===== src/rtl/capture_readout_sequencer.sv =====
// Capture-and-readout sequencer for the compressed camera image.
// Gates CCD capture, reloads the SDRAM read FIFOs, generates the read-FIFO
// clock itself and hands each packed 32-bit word to the HPS over a 4-phase
// valid/ack handshake.
// Optional capture watchdog: define CRS_TIMEOUT_EN to enable the ERROR path.
module capture_readout_sequencer #(
  parameter int WORDS       = 9600,
  parameter int IDX_W       = 14,
  parameter int LOAD_CYC    = 4,
  parameter int FRAMES      = 1,
  parameter int SETTLE_CYC  = 1024,
  parameter int RD_HALF     = 2,
  parameter int TIMEOUT_CYC = 50000000
) (
  input  logic             iCLK,
  input  logic             iRST_N,
  input  logic             iSTART,
  input  logic             iFVAL,
  input  logic             iACK,
  output logic             oCAPTURE,
  output logic             oRD_LOAD,
  output logic             oRD_CLK,
  output logic             oVALID,
  output logic [IDX_W-1:0] oWORD_IDX,
  output logic             oBUSY,
  output logic             oDONE,
  output logic             oERR,
  output logic [2:0]       oSTATE
);

  typedef enum logic [2:0] {
    IDLE     = 3'd0,
    ARM      = 3'd1,
    CAPTURE  = 3'd2,
    SETTLE   = 3'd3,
    RD_PULSE = 3'd4,
    RD_WAIT  = 3'd5,
    DONE     = 3'd6,
    ERROR    = 3'd7
  } state_t;

  // Handshake sub-phase inside RD_WAIT: guard against a stale ack, present
  // the word, then wait for the ack to be released.
  typedef enum logic [1:0] {
    W_GUARD = 2'd0,
    W_VALID = 2'd1,
    W_REL   = 2'd2
  } wphase_t;

  localparam int CNT_MAX_A = (LOAD_CYC > SETTLE_CYC) ? LOAD_CYC : SETTLE_CYC;
  localparam int CNT_MAX   = (CNT_MAX_A > 2 * RD_HALF) ? CNT_MAX_A : 2 * RD_HALF;
  localparam int CNT_W     = $clog2(CNT_MAX + 1);
  localparam int FR_W      = $clog2(FRAMES + 1);

  state_t           state, state_nxt;
  wphase_t          wphase, wphase_nxt;
  logic [CNT_W-1:0] cnt, cnt_nxt;
  logic [FR_W-1:0]  frame_cnt, frame_nxt;
  logic [IDX_W-1:0] idx_nxt;
  logic             seen, seen_nxt;
  logic             fval_s1, fval_s2;
  logic             frame_end, frame_done;
  logic             capture_nxt, load_nxt, rdclk_nxt, valid_nxt, done_nxt, err_nxt;

`ifdef CRS_TIMEOUT_EN
  localparam int TO_W = $clog2(TIMEOUT_CYC + 1);
  logic [TO_W-1:0] tcnt, tcnt_nxt;
`endif

  // Frame end: synchronised frame-valid falls after a high was seen in CAPTURE.
  assign frame_end  = (state == CAPTURE) && seen && !fval_s2;
  assign frame_done = frame_end && (frame_cnt == FR_W'(FRAMES - 1));

  assign oBUSY  = (state != IDLE) && (state != DONE) && (state != ERROR);
  assign oSTATE = state;

  // Two-flop synchroniser bringing frame-valid from the pixel clock domain.
  always_ff @(posedge iCLK or negedge iRST_N) begin
    if (!iRST_N) begin
      fval_s1 <= 1'b0;
      fval_s2 <= 1'b0;
    end else begin
      fval_s1 <= iFVAL;
      fval_s2 <= fval_s1;
    end
  end

  // State, counters and registered outputs.
  always_ff @(posedge iCLK or negedge iRST_N) begin
    if (!iRST_N) begin
      state     <= IDLE;
      wphase    <= W_GUARD;
      cnt       <= '0;
      frame_cnt <= '0;
      seen      <= 1'b0;
      oWORD_IDX <= '0;
      oCAPTURE  <= 1'b0;
      oRD_LOAD  <= 1'b0;
      oRD_CLK   <= 1'b0;
      oVALID    <= 1'b0;
      oDONE     <= 1'b0;
      oERR      <= 1'b0;
`ifdef CRS_TIMEOUT_EN
      tcnt      <= '0;
`endif
    end else begin
      state     <= state_nxt;
      wphase    <= wphase_nxt;
      cnt       <= cnt_nxt;
      frame_cnt <= frame_nxt;
      seen      <= seen_nxt;
      oWORD_IDX <= idx_nxt;
      oCAPTURE  <= capture_nxt;
      oRD_LOAD  <= load_nxt;
      oRD_CLK   <= rdclk_nxt;
      oVALID    <= valid_nxt;
      oDONE     <= done_nxt;
      oERR      <= err_nxt;
`ifdef CRS_TIMEOUT_EN
      tcnt      <= tcnt_nxt;
`endif
    end
  end

  // Next-state logic; outputs are derived from the next state so they change on the same edge.
  always_comb begin
    state_nxt  = state;
    wphase_nxt = wphase;
    cnt_nxt    = cnt;
    frame_nxt  = frame_cnt;
    seen_nxt   = 1'b0;
    idx_nxt    = oWORD_IDX;
`ifdef CRS_TIMEOUT_EN
    tcnt_nxt   = '0;
`endif

    case (state)
      IDLE: begin
        idx_nxt = '0;
        cnt_nxt = '0;
        if (iSTART) state_nxt = ARM;
      end
      ARM: begin
        if (cnt == CNT_W'(LOAD_CYC - 1)) begin
          state_nxt = CAPTURE;
          cnt_nxt   = '0;
        end else begin
          cnt_nxt = cnt + 1'b1;
        end
      end
      CAPTURE: begin
        seen_nxt = seen | fval_s2;
        frame_nxt = '0;
`ifdef CRS_TIMEOUT_EN
        tcnt_nxt = tcnt + 1'b1;
`endif
        if (frame_end) begin
          seen_nxt = 1'b0;
          if (frame_done) begin
            state_nxt = SETTLE;
            cnt_nxt   = '0;
          end else begin
            frame_nxt = frame_cnt + 1'b1;
          end
        end else begin
          frame_nxt = frame_cnt;
        end
`ifdef CRS_TIMEOUT_EN
        if (!frame_done && (tcnt == TO_W'(TIMEOUT_CYC - 1))) begin
          state_nxt = ERROR;
          tcnt_nxt  = '0;
        end
`endif
      end
      SETTLE: begin
        if (cnt == CNT_W'(SETTLE_CYC - 1)) begin
          state_nxt = RD_PULSE;
          cnt_nxt   = '0;
        end else begin
          cnt_nxt = cnt + 1'b1;
        end
      end
      RD_PULSE: begin
        if (cnt == CNT_W'(2 * RD_HALF - 1)) begin
          state_nxt  = RD_WAIT;
          cnt_nxt    = '0;
          wphase_nxt = iACK ? W_GUARD : W_VALID;
        end else begin
          cnt_nxt = cnt + 1'b1;
        end
      end
      RD_WAIT: begin
        case (wphase)
          W_GUARD: if (!iACK) wphase_nxt = W_VALID;
          W_VALID: if (iACK) wphase_nxt = W_REL;
          W_REL: begin
            if (!iACK) begin
              wphase_nxt = W_GUARD;
              if (oWORD_IDX == IDX_W'(WORDS - 1)) begin
                state_nxt = DONE;
              end else begin
                state_nxt = RD_PULSE;
                cnt_nxt   = '0;
                idx_nxt   = oWORD_IDX + 1'b1;
              end
            end
          end
          default: wphase_nxt = W_GUARD;
        endcase
      end
      DONE:    state_nxt = state;
      ERROR:   state_nxt = state;
      default: state_nxt = IDLE;
    endcase

    // Dropping iSTART anywhere outside IDLE returns to IDLE and wins over any other move.
    if ((state != IDLE) && !iSTART) begin
      state_nxt  = IDLE;
      wphase_nxt = W_GUARD;
      cnt_nxt    = '0;
      frame_nxt  = '0;
      seen_nxt   = 1'b0;
      idx_nxt    = '0;
`ifdef CRS_TIMEOUT_EN
      tcnt_nxt   = '0;
`endif
    end

    capture_nxt = (state_nxt == CAPTURE);
    load_nxt    = (state_nxt == ARM);
    rdclk_nxt   = (state_nxt == RD_PULSE) && (cnt_nxt < CNT_W'(RD_HALF));
    valid_nxt   = (state_nxt == RD_WAIT) && (wphase_nxt == W_VALID);
    done_nxt    = (state_nxt == DONE);
    err_nxt     = (state_nxt == ERROR);
  end

endmodule


===== config.mk =====
export PLATFORM = sky130hd
export DESIGN_NAME = capture_readout_sequencer
export DESIGN_NICKNAME = d
export VERILOG_FILES = /design/src/rtl/capture_readout_sequencer.sv
export SDC_FILE = /design/constraint.sdc
export NUM_CORES = 1
export LEC_CHECK = 0
export ABC_CLOCK_PERIOD_IN_PS = 2750
export CAP_MARGIN = 20
export CORE_MARGIN = 8
export CORE_UTILIZATION = 25
export DETAILED_ROUTE_END_ITERATION = 7
export GPL_TIMING_DRIVEN = 0
export PLACE_DENSITY_LB_ADDON = 0.15
export SLEW_MARGIN = 10
export SYNTH_ARGS = -nofsm -noshare
export SYNTH_HDL_FRONTEND = slang
export SYNTH_SLANG_ARGS = --single-unit

===== constraint.sdc =====
create_clock -name iCLK -period 2.75 [get_ports iCLK]
set_input_delay 0.275 -clock iCLK [delete_from_list [all_inputs] [get_ports iCLK]]
set_output_delay 0.275 -clock iCLK [all_outputs]
set_load 0.01 [all_outputs]

==> out/qor.txt <==
Top cell family by delay on the critical path: compound AO/OA/AOI/OAI gates
Hold WC Path Type: flop to flop
First-pass GRT wire length: 10500 um
Max incr delay on CP: 450 ps
Buffers added on ports: 28
# diodes: 0
Synth warnings: 0
Post-synth EDFFs: 0
Fraction of layout cells with a size suffix above 1: 0.147
Antenna Nets Post-Route: 0
Vias/cell: 5.08
Worst setup SP type: flop
Total global routing overflow: 0
Yosys cell types: 56
Sequential share of the synthesized area: 0.453
Die Ht: 110 um
IR drop worst, VDD: 152 uV
Clock transition at path regs: 80 ps
DRC Markers: 0
Met1 global-route usage: 0.140
Status: finished, final reports clean
Hold Startpoint: fval_s1
Nets: 285
WP buf/inv: 0
Power per cell area: 395 nW/um^2
Worst EP required: 2980 ps
DR WL/cell: 16.5 um
Area Overhead vs Synth: 27.8%
F_max: 379 MHz
Gr usage total: 0.110
CTS Buffer Depth: 2
Vias in the first global route: 2012
Synth top area share: 0.453
First DRT Iteration DRCs: 77
Hold slack: 352 ps
Slew HR: 0.593
Gp weighted congestion: 0.772
Most common cell in the synthesized netlist: dfrtp_1
H-tree depth: 2
Ys async rst share: 1.00
Most area-consuming cells after synthesis: dfrtp_1, nor2_1, o21ai_0, nand2_1, a21oi_1
Kind of critical path: flop to flop
Root Driver: clkbuf_8
LEAKAGE: 1.19 nW
Final Max Slew Viols: 0
Antenna violations before repair: 0
GRT met2 Usage: 0.181
R2R setup slack: 110 ps
Drt first pass iters: 4
Overall power: 1.12 mW
CTS Buf Count: 5
FF-to-FF End: oRD_CLK
Setup TNS: 0 ps
Non-filler cells, final: 387
Die ar.: 12100 um^2
Clk_lat worst skew: 290 ps
Worst Hold Endpoint: fval_s2
Setup ws final: 113 ps
Reg2reg start: cnt[1]
Gr busiest metal: met2
Avg Inst Size Synth: 9.17 um^2
Pin count of the biggest net entering global routing: 27
Pre-CTS setup slack: -265 ps
Synth Flop Type: dfrtp_1
FF-to-FF path depth: 8
Finished Core Util: 0.327
Setup violations, final: 0
Final Cell Area: 2830 um^2
Slowest library cell on the worst path: or3_4
Routed WL: 6380 um
Placed cells: 378
Critical path data arrival time: 2870 ps
Worst Setup End Kind: flop
Starting Density: 0.256
Detailed placement HPWL: 4620 um
Met3 usage: 0.0302
Placed inst area: 2640 um^2
Core Region: 8640 um^2
Area leader, netlist: dfrtp_1
Hold Vio Cnt, Final: 0
Synthesized Nets: 248
CTS tree: built
Min Clock Period, post-route: 2640 ps
Worst-path maximum fanout: 7
Crit path cell chain: ha_4 > nand3_2 > or3_4 > o31a_1 > o211a_1 > o21a_1 > a2111oi_1 > and4b_1
Row count: 34
Synthesized instance count: 241
CP startpoint: cnt[1]
Worst Skew: 6.04 ps
RSZ-0062 raised after global routing: no
Cell depth of the worst hold path: 0
Vias post-DR: 1966
Commonest cells post-synth: dfrtp_1, nor2_1, nand2_1, o21ai_0, a21oi_1
Die span in x: 110 um
Worst-margin pin slew: 603 ps
I/O pin count: 29
Crit share post-route: 0.959
Post-synthesis cell area: 2210 um^2
CTS Sinks: 40
Register bit total from synthesis: 40
MaxCap Viol Count: 0
==> worst register-to-register path: stages, from the launching register on <==
cell and delay [ps]:
dfrtp_1 430, ha_4 200, nand3_2 120, or3_4 450, o31a_1 330, o211a_1 240
o21a_1 180, a2111oi_1 370, and4b_1 250
==> how the worst max path moves through the flow <==
stage,cells past startpoint,slack (ps),endpoint
6_report,8,110,oRD_CLK
4_1_cts,8,-20,oRD_CLK
3_5_place_dp,8,-260,oRD_CLK
3_3_place_gp,10,-320,oRD_CLK
5_1_grt,8,2,oRD_CLK
2_1_floorplan,8,370,oRD_CLK
==> sequential cells by signal (all words and copies together), names as in the netlist <==
name	flops
oCAPTURE	1
fval_s1	1
seen	1
oRD_LOAD	1
oVALID	1
oDONE	1
frame_cnt	1
oERR	1
oWORD_IDX	14
wphase	2
fval_s2	1
oSTATE	3
cnt	11
oRD_CLK	1
==> timing repair <==
item / in CTS / in global routing
pin swaps: 0 / 2
endpoints found under the setup margin: 4 / 7
gates resized for setup: 6 / 13
hold endpoints to repair: 14 / 0
setup buffers: 0 / 1
hold buffers: 1 / 0
==> metal layers <==
layer	wire, um	up-vias
met5	0	-
met2	3040	35
met4	40	0
li1	-	957
met1	3020	972
met3	280	2
==> where the power goes <==
part           internal [mW]  leakage, nW  switching, mW
Clock                  0.200       0.0510          0.209
Combinational         0.0397        0.586         0.0690
Sequential             0.593        0.549        0.00486
Total                  0.833         1.19          0.283
==> cell type report <==
class,count,area (um^2)
inverters,7,26.3
repair buffers,31,313
clock inverters,2,10.0
clock buffers,6,82.6
multi-input cells,184,1220
flip-flops and latches,40,1000
fillers,931,5810
well taps,108,135
plain buffers,9,38.8
==> cells by family (layout without fill, tap and decap cells) <==
group / Yosys count / in the layout / share of synthesized area
AOI/OAI and AO/OA: 65 / 65 / 0.209
xor gates and xnor gates: 7 / 7 / 0.0277
adders and majority gates: 2 / 2 / 0.0113
buffers and inverters: 17 / 55 / 0.0300
DFF: 40 / 40 / 0.453
muxes: 3 / 3 / 0.0141
and+or+nand+nor: 107 / 107 / 0.255
==> layout by cell type, fill, tap and decap left out, types with 6 or more instances in the layout <==
cell type	instances
a21oi_1	12
nand3_1	12
nand2_1	21
nor2_1	26
xor2_1	6
o21ai_0	15
nand4_1	9
inv_1	7
clkbuf_8	6
dfrtp_1	39
clkdlybuf4s50_1	27
Note: power is estimated with default switching activity, not from simulation.
